===== config.mk =====
export PLATFORM = sky130hd
export DESIGN_NAME = uio_bus_arbiter
export DESIGN_NICKNAME = d
export VERILOG_FILES = /design/src/rtl/uio_arb_pkg.sv /design/src/rtl/uio_bus_arbiter_rr_pick.sv /design/src/rtl/uio_bus_arbiter.sv
export SDC_FILE = /design/constraint.sdc
export NUM_CORES = 1
export LEC_CHECK = 0
export BUFFER_PORTS_ARGS = -buffer_cell sky130_fd_sc_hd__buf_2
export CAP_MARGIN = 40
export CORE_MARGIN = 10
export CORE_UTILIZATION = 52
export DETAILED_ROUTE_END_ITERATION = 8
export PLACE_DENSITY = 0.9
export SYNTH_ARGS = -nofsm -noshare
export SYNTH_HDL_FRONTEND = slang
export SYNTH_SLANG_ARGS = --single-unit

===== constraint.sdc =====
create_clock -name clk -period 4.55 [get_ports clk]
set_input_delay 0.91 -clock clk [delete_from_list [all_inputs] [get_ports clk]]
set_output_delay 0.91 -clock clk [all_outputs]
set_load 0.03 [all_outputs]

===== src/rtl/uio_arb_pkg.sv =====
// Shared types, default parameters and width helper for the uio pad-bus arbiter.
package uio_arb_pkg;

  typedef enum logic [1:0] {
    IDLE = 2'd0,
    TURN = 2'd1,
    OWN  = 2'd2
  } arb_state_e;

  localparam int unsigned N_REQ_DEF    = 4;
  localparam int unsigned MAX_HOLD_DEF = 16;
  localparam int unsigned TURN_CYC_DEF = 1;

  // Bits needed to hold values 0..v-1; counters call it with (max + 1).
  function automatic int unsigned clog2(input int unsigned v);
    int unsigned r;
    r = 0;
    for (longint unsigned p = 1; p < longint'(v); p = p * 2) r++;
    return (r == 0) ? 1 : r;
  endfunction

endpackage


===== src/rtl/uio_bus_arbiter_rr_pick.sv =====
// Combinational round-robin picker: first set bit of req_i at or after ptr_i, wrapping.
module rr_pick #(
  parameter int unsigned N  = 4,
  parameter int unsigned IW = 2
) (
  input  logic [N-1:0]  req_i,
  input  logic [IW-1:0] ptr_i,
  output logic [N-1:0]  gnt_oh_o,
  output logic [IW-1:0] idx_o,
  output logic          valid_o
);

  always_comb begin
    int unsigned j;
    gnt_oh_o = '0;
    idx_o    = '0;
    valid_o  = 1'b0;
    j        = 0;
    for (int unsigned k = 0; k < N; k++) begin
      j = (32'(ptr_i) + k) % N;
      if (!valid_o && req_i[j]) begin
        valid_o     = 1'b1;
        idx_o       = IW'(j);
        gnt_oh_o[j] = 1'b1;
      end
    end
  end

endmodule


===== src/rtl/uio_bus_arbiter.sv =====
// Round-robin owner of the shared uio pad bus with a forced all-oe-low turnaround
// before every grant and hold-budget preemption when other requesters wait.
module uio_bus_arbiter
  import uio_arb_pkg::*;
#(
  parameter int unsigned N_REQ    = N_REQ_DEF,
  parameter int unsigned MAX_HOLD = MAX_HOLD_DEF,
  parameter int unsigned TURN_CYC = TURN_CYC_DEF
) (
  input  logic               clk,
  input  logic               rst_n,
  input  logic               ena,
  input  logic [N_REQ-1:0]   req,
  input  logic [8*N_REQ-1:0] req_out,
  input  logic [8*N_REQ-1:0] req_oe,
  output logic [N_REQ-1:0]   gnt,
  output logic               busy,
  output logic [7:0]         rdata,
  output logic [7:0]         uio_out,
  output logic [7:0]         uio_oe,
  input  logic [7:0]         uio_in
);

  localparam int unsigned IW  = clog2(N_REQ);
  localparam int unsigned HCW = clog2(MAX_HOLD + 1);
  localparam int unsigned TCW = clog2(TURN_CYC + 1);

  localparam logic [HCW-1:0] HOLD_LAST = HCW'(MAX_HOLD - 1);
  localparam logic [HCW-1:0] HOLD_SAT  = HCW'(MAX_HOLD);
  localparam logic [TCW-1:0] TURN_LOAD = TCW'(TURN_CYC - 1);
  localparam logic [IW-1:0]  LAST_IDX  = IW'(N_REQ - 1);

  arb_state_e       state_q, state_d;
  logic [IW-1:0]    ptr_q, ptr_d;
  logic [IW-1:0]    tgt_q, tgt_d;
  logic [N_REQ-1:0] tgt_oh_q, tgt_oh_d;
  logic [TCW-1:0]   turn_q, turn_d;
  logic [HCW-1:0]   hold_q, hold_d;
  logic [N_REQ-1:0] gnt_q, gnt_d;
  logic [7:0]       uio_out_q, uio_out_d;
  logic [7:0]       uio_oe_q, uio_oe_d;
  logic [7:0]       rdata_q;

  logic [N_REQ-1:0] idle_oh, pre_oh;
  logic [IW-1:0]    idle_idx, pre_idx, tgt_next;
  logic             idle_valid, pre_valid, tgt_req;

  assign tgt_next = (tgt_q == LAST_IDX) ? '0 : tgt_q + 1'b1;
  assign tgt_req  = |(req & tgt_oh_q);

  rr_pick #(.N(N_REQ), .IW(IW)) u_pick_idle (
    .req_i    (req),
    .ptr_i    (ptr_q),
    .gnt_oh_o (idle_oh),
    .idx_o    (idle_idx),
    .valid_o  (idle_valid)
  );

  // Preemption search excludes the current owner and starts just past it.
  rr_pick #(.N(N_REQ), .IW(IW)) u_pick_pre (
    .req_i    (req & ~tgt_oh_q),
    .ptr_i    (tgt_next),
    .gnt_oh_o (pre_oh),
    .idx_o    (pre_idx),
    .valid_o  (pre_valid)
  );

  always_ff @(posedge clk or negedge rst_n) begin
    if (!rst_n) begin
      state_q   <= IDLE;
      ptr_q     <= '0;
      tgt_q     <= '0;
      tgt_oh_q  <= '0;
      turn_q    <= '0;
      hold_q    <= '0;
      gnt_q     <= '0;
      uio_out_q <= '0;
      uio_oe_q  <= '0;
      rdata_q   <= '0;
    end else begin
      state_q   <= state_d;
      ptr_q     <= ptr_d;
      tgt_q     <= tgt_d;
      tgt_oh_q  <= tgt_oh_d;
      turn_q    <= turn_d;
      hold_q    <= hold_d;
      gnt_q     <= gnt_d;
      uio_out_q <= uio_out_d;
      uio_oe_q  <= uio_oe_d;
      rdata_q   <= uio_in;
    end
  end

  always_comb begin
    state_d  = state_q;
    ptr_d    = ptr_q;
    tgt_d    = tgt_q;
    tgt_oh_d = tgt_oh_q;
    turn_d   = turn_q;
    hold_d   = hold_q;
    if (!ena) begin
      state_d = IDLE;
      turn_d  = '0;
      hold_d  = '0;
    end else begin
      unique case (state_q)
        IDLE: begin
          if (idle_valid) begin
            state_d  = TURN;
            tgt_d    = idle_idx;
            tgt_oh_d = idle_oh;
            turn_d   = TURN_LOAD;
          end
        end
        TURN: begin
          if (turn_q == '0) begin
            if (tgt_req) begin
              state_d = OWN;
              hold_d  = '0;
              ptr_d   = tgt_next;
            end else begin
              state_d = IDLE;
            end
          end else begin
            turn_d = turn_q - 1'b1;
          end
        end
        OWN: begin
          if (!tgt_req) begin
            state_d = IDLE;
            hold_d  = '0;
          end else if (hold_q >= HOLD_LAST && pre_valid) begin
            state_d  = TURN;
            tgt_d    = pre_idx;
            tgt_oh_d = pre_oh;
            turn_d   = TURN_LOAD;
            hold_d   = '0;
          end else if (hold_q != HOLD_SAT) begin
            hold_d = hold_q + 1'b1;
          end
        end
        default: state_d = IDLE;
      endcase
    end
  end

  // Pad registers follow the owner selected for the next cycle; any non-OWN state drives oe low.
  always_comb begin
    gnt_d     = '0;
    uio_oe_d  = '0;
    uio_out_d = uio_out_q;
    if (state_d == OWN) begin
      gnt_d     = tgt_oh_d;
      uio_out_d = req_out[8*tgt_d +: 8];
      uio_oe_d  = req_oe[8*tgt_d +: 8];
    end
  end

  assign gnt     = gnt_q;
  assign busy    = (state_q != IDLE);
  assign rdata   = rdata_q;
  assign uio_out = uio_out_q;
  assign uio_oe  = uio_oe_q;

  a_oe_only_in_own: assert property (@(posedge clk) disable iff (!rst_n)
    (uio_oe_q != '0) |-> (state_q == OWN));
  a_gnt_onehot0: assert property (@(posedge clk) disable iff (!rst_n)
    $onehot0(gnt_q));

endmodule


# Word level (Yosys, flattened, before mapping)
# Cells that the tools add are included.
[totals]
ff_bits = 44
latch_bits = 0
mem_bits_rw = 0
romBits = 0
inputBits = 79
output_inout_bits = 29
wordCells = 177
n_memories = 0
[classes]
addsub = 9
n_mul = 0
div = 0
magnitude_cmp = 17
n_eq_ne = 13
shift = 2
muxes = 89
n_bitwise = 10
reduce_logical = 27
[op_table]
columns = ["cell", "count"]
rows = [
  ["$shiftx 32x6->8", 2],
  ["$mux 4", 13],
  ["$mux 2", 19],
  ["$mux 5", 6],
  ["$mux 1", 29],
  ["$lt 2x3->1 const B", 8],
  ["$or 4x4->4", 6],
  ["$bmux 1 s2", 8],
  ["$demux 1 s2", 8],
  ["$ge 2x1->1 const B", 8],
  ["$logic_and 1x1->1", 15],
  ["$ne 3x3->1 const B", 5],
  ["$reduce_and 4->1", 3],
  ["$ne 5x5->1 const B", 2],
  ["$pmux 5 s2", 1],
  ["$add 2x2->2 const B", 4],
  ["$and 4x4->4", 2],
  ["$mux 8", 1],
  ["$pmux 4 s2", 1],
  ["$add 2x1->2 const B", 3],
  ["$eq 2x2->1 const B", 3],
  ["$logic_not 1->1", 6],
  ["$pmux 2 s3", 1],
  ["$add 5x1->5 const B", 1],
  ["other kinds (12)", 12],
]

# Longest topological paths before layout
[logic_depth]
ltp_word = 21
ltp_mapped = 14

# Cells and area by module
# A second synthesis with hierarchy kept.
[unflattened]
hier_cells = 299
area_unflattened_um2 = 3169.3
[by_module_without_submodules]
columns = ["module", "instances", "cells_per_inst", "area_each_um2"]
rows = [
  ["uio_bus_arbiter", 1, 209, 2328.5],
  ["rr_pick at u_pick_idle", 1, 45, 421.7],
  ["rr_pick at u_pick_pre", 1, 45, 419.2],
]

# Least setup slack after synthesis
# Ideal clock, no wire load.
[synth_path]
kind = "register -> register"
from = "register ptr_q[0]"
to = "register uio_out_q[5] (netlist: uio_out[5])"
setup_ns = 0.138
arrival_ns = 3.335
required_time_ns = 4.412
slack_ns = 1.077
path_stages_with_launch = 14
period_less_slack_ns = 3.473
cell_sequence = "dfrtp_1 clkbuf_1 inv_1 ha_1 clkbuf_1 or4_1 a41o_1 nor3_1 a31oi_2 and2_4 buf_6 buf_6 a2111oi_2 a211oi_1"
[synth_between]
elab_chain_len = 16
word_cells_on_any_way = 33
[synth_lines]
columns = ["item", "line_no", "source"]
rows = [
  ["start: declaration", "uio_bus_arbiter.sv:34", "logic [IW-1:0] ptr_q, ptr_d;"],
  ["start signal: assignment", "uio_bus_arbiter.sv:82", "ptr_q <= ptr_d;"],
  ["parallel branches: the longest is 16 deep, another holds $add 2x1->2", "-", ""],
  ["end signal: assignment", "uio_bus_arbiter.sv:88", "uio_out_q <= uio_out_d;"],
  ["end: declaration", "uio_bus_arbiter.sv:40", "logic [7:0] uio_out_q, uio_out_d;"],
]
# Parallel ways; which one is timed is not known. The select of a mux whose other input is x is not followed.
# A chain may end at the register's enable or synchronous reset.

# Worst setup path in the final report
[layout_path]
from = "register ptr_q[1]"
to = "register uio_oe_q[3] (netlist: uio_oe[3])"
[layout_between]
elab_chain_len = 17
word_cells_on_any_way = 34
[layout_lines]
columns = ["item", "line_no", "source"]
rows = [
  ["parallel branches: the longest is 12 deep, another holds $add 2x1->2", "-", ""],
  ["$mux 2 *", "uio_bus_arbiter.sv:108", "if (idle_valid) begin"],
  ["$pmux 2 s2 *", "uio_bus_arbiter.sv:106", "unique case (state_q)"],
  ["$mux 2 *", "uio_bus_arbiter.sv:101", "if (!ena) begin"],
  ["via tgt_d[0]", "uio_bus_arbiter.sv:35", "logic [IW-1:0] tgt_q, tgt_d;"],
  ["$shiftx 32x6->8 *", "uio_bus_arbiter.sv:155", "uio_oe_d = req_oe[8*tgt_d +: 8];"],
  ["$mux 8 *", "uio_bus_arbiter.sv:152", "if (state_d == OWN) begin"],
  ["via uio_oe_d[3]", "uio_bus_arbiter.sv:41", "logic [7:0] uio_oe_q, uio_oe_d;"],
  ["end signal: assignment", "uio_bus_arbiter.sv:89", "uio_oe_q <= uio_oe_d;"],
  ["end: declaration", "uio_bus_arbiter.sv:41", ""],
]
# Mark *: on every way through the listed nets, which the timed path passes. The select of a mux whose other input is x is not followed.

==> flow_metrics.tcl <==
set metrics [dict create \
    synth-compound-area-share_pct 26.0 \
    n_antenna_cell 0 \
    setup-violations-final 0 \
    start_util_pct 53.9 \
    dr.pass1.iters 6 \
    cp_max_fo 25 \
    p_leak_uw 0.00191 \
    finalMaxSlewViolations 0 \
    clkPwrFrac_pct 11.0 \
    grt.total_usage_pct 19.2 \
    ys_warn_count 0 \
    io_pins 108 \
    synth_top_family_by_area "compound AO/OA/AOI/OAI gates" \
    fillers 520 \
    timing.fmax_mhz 260 \
    post-route-period-util_pct 84.4 \
    wire_per_inst_um 18.7 \
    ys_seq_elements 43 \
    die_x_um 101 \
    cts_resized 0 \
    fin_ws_ns 0.709 \
    cap_viol_max_count 0 \
    design_area_um2 4070 \
    cts_setup_buffers 0 \
    syn_area_per_cell_um2 8.98 \
    drive_gt1_share_pct 30.9 \
    root_buffer "clkbuf_8" \
    p_comb_share_pct 65.3 \
    drc_errors 0 \
    p_per_area_nw_per_um2 588 \
    synth_seq_area_share_pct 31.3 \
    status "completed" \
    worstPathRequired_ns 4.75 \
    overflow 0 \
    hold_viol 0 \
    synth-simple-area-share_pct 20.9 \
    rsz0062_at_grt "no" \
    reg2reg_to "uio_oe[3]" \
    num_vias 3427 \
    tightestPinTransition_ns 0.635 \
    synth_nets 481 \
    cts_max_path_buffers 2 \
    synth_top_area_share_pct 31.3 \
    core-area_um2 6390 \
    worstPathArrival_ns 4.04 \
    max_stage_delay_ns 0.65 \
    synth-xor-area-share_pct 0.509 \
    p_int_uw 1160 \
    path_class "register to register" \
    cts.sinks 43 \
    rows 29 \
    antenna_left 0 \
    mostFrequentLayoutCells "buf_2, dfrtp_1, nand2_1" \
    syn_inst 383 \
    synth_area_um2 3440 \
    drtIter0Drc 450 \
    synth_area_leader_cell "dfrtp_1" \
    synth.area.mux_share_pct 9.13 \
    wl_mm 10.5 \
    netlist_top_cells_area "dfrtp_1, ha_1, o21ai_0, nand2_1, mux2i_1" \
    synth-adder-area-share_pct 6.91 \
    path_clk_slew_ns 0.09 \
    layout-area-overhead-vs-synth_pct 18.3 \
    grt_start_max_net_pins 29 \
    switching_share_pct 51.4 \
    post-route-util_pct 63.7 \
    min_path_type "input pin to async pin" \
    insertion_delay_ns 0.31 \
    worst-r2r-setup-slack_ns 0.71 \
    h-tree-depth 2 \
    viasPerCell 6.13 \
    preCtsSetupSlack_ns 0.823 \
    fp.dieArea_um2 10300 \
    cts_buffers 5 \
    cp-start-kind "register" \
    fin_tns_setup_ns 0 \
    power_switching_uw 1230 \
    portBuffers 107 \
    synth_cell_types 67 \
    relSlewSlack_pct 57.3 \
    worstRegToRegCells 10 \
    dpl.hpwl_mm 8.12 \
    cp_slowest_cell "mux4_2" \
    crit_chain "inv_1 -> ha_1 -> mux4_2 -> nand2b_1 -> a41o_1 -> nor3_1 -> a31oi_2 -> and2_4 -> inv_2 -> a311oi_1" \
    fin_nets 579 \
    cts_tree "done" \
    synth-async-reset-ratio_pct 100 \
    hold_slack_ns 0.519 \
    chipHeight_um 101 \
    gp_congestion 0.954 \
    synth_top_flop_cell "dfrtp_1" \
    worstSetupStartpoint "ptr_q[1]" \
    min_period_ns 3.84 \
    end_kind "register" \
    fin_skew_ns 0.0109 \
    p_seq_share_pct 23.7 \
    hold_buffers 0 \
    irDropWorstVdd_uv 355 \
    postPlaceCellArea_um2 3980 \
    grt_pass1_vias 3487 \
    antenna_found_initial 0 \
    synth_edf_count 0 \
    reg2reg_from "ptr_q[1]" \
    grt_pass1_wl_mm 16.5 \
    layout_commonest_cell "buf_2" \
]
## how the worst max path moves through the flow
stage                  to  cells after the start
2_1_floorplan  uio_out[5]                     13
3_5_place_dp   uio_out[7]                     10
5_1_grt         uio_oe[6]                     10
3_3_place_gp    uio_oe[3]                     10
6_report        uio_oe[3]                     10
4_1_cts         uio_oe[3]                     10
## power by group through the flow
stage / sequential (uW) / combinational [uW] / clock (uW)
floorplan: 653 / 1150 / 0
global placement: 570 / 1480 / 0
detailed placement: 571 / 1530 / 0
CTS: 565 / 1540 / 263
global route: 583 / 1700 / 278
finish: 568 / 1560 / 262
## state kept, by name, summed over array words and instances (netlist names), 4 cells and up
signal,cells
tgt_oh_q,4
uio_out,8
hold_q,5
uio_oe,8
gnt,4
rdata,8
## cell type report
| class | instances | area (um^2) | area share (%) |
|---|---|---|---|
| multi-input cells | 308 | 2180 | 53.7 |
| clock buffers | 5 | 68.8 | 1.69 |
| flip-flops and latches | 43 | 1080 | 26.4 |
| well taps | 77 | 96.3 | 2.37 |
| repair buffers | 110 | 571 | 14.0 |
| clock inverters | 3 | 23.8 | 0.584 |
| inverters | 13 | 48.8 | 1.20 |
## per-stage QoR
stage	cells	power (uW)
after global routing	559	2560
after global placement	550	2050
final	559	2390
after detailed placement	551	2100
after floorplan	383	1800
after CTS	559	2370
## cells by family after synthesis
family | count (synthesis)
and+or+nand+nor | 140
AOI/OAI and AO/OA | 122
DFF | 43
buffers and inverters | 32
muxes | 25
adders and majority gates | 19
xor gates and xnor gates | 2
## critical path, delay by kind of cell, from the launching register on
family | cells | cell delay (ns)
compound gates | 3 | 0.91
mux | 1 | 0.65
simple gates | 3 | 0.65
flops | 1 | 0.59
fa+ha+maj | 1 | 0.55
buf+inv | 2 | 0.38
## cell usage after synthesis (5+ instances only)
cell and n:
mux2_2 7, a2111oi_0 5, o211ai_1 5, and3_1 10, a311oi_1 9, clkbuf_1 6
ha_1 19, a211oi_1 9, o21ai_0 30, nand2_1 38, nor2_1 30, a21oi_1 10
a22oi_1 8, nand2b_1 10, dfrtp_1 43, inv_1 10, mux2i_1 13, nand3_1 15
nor2b_1 8, a31oi_1 9, a21boi_0 9
## routing by layer
layer / global-route usage, % / share of wire, %
met1: 22.5 / 39
met5: 0 / 0
met2: 33.6 / 52
met3: 4.02 / 5.7
met4: 6.86 / 2.7
(Power assumes the default switching activity.)
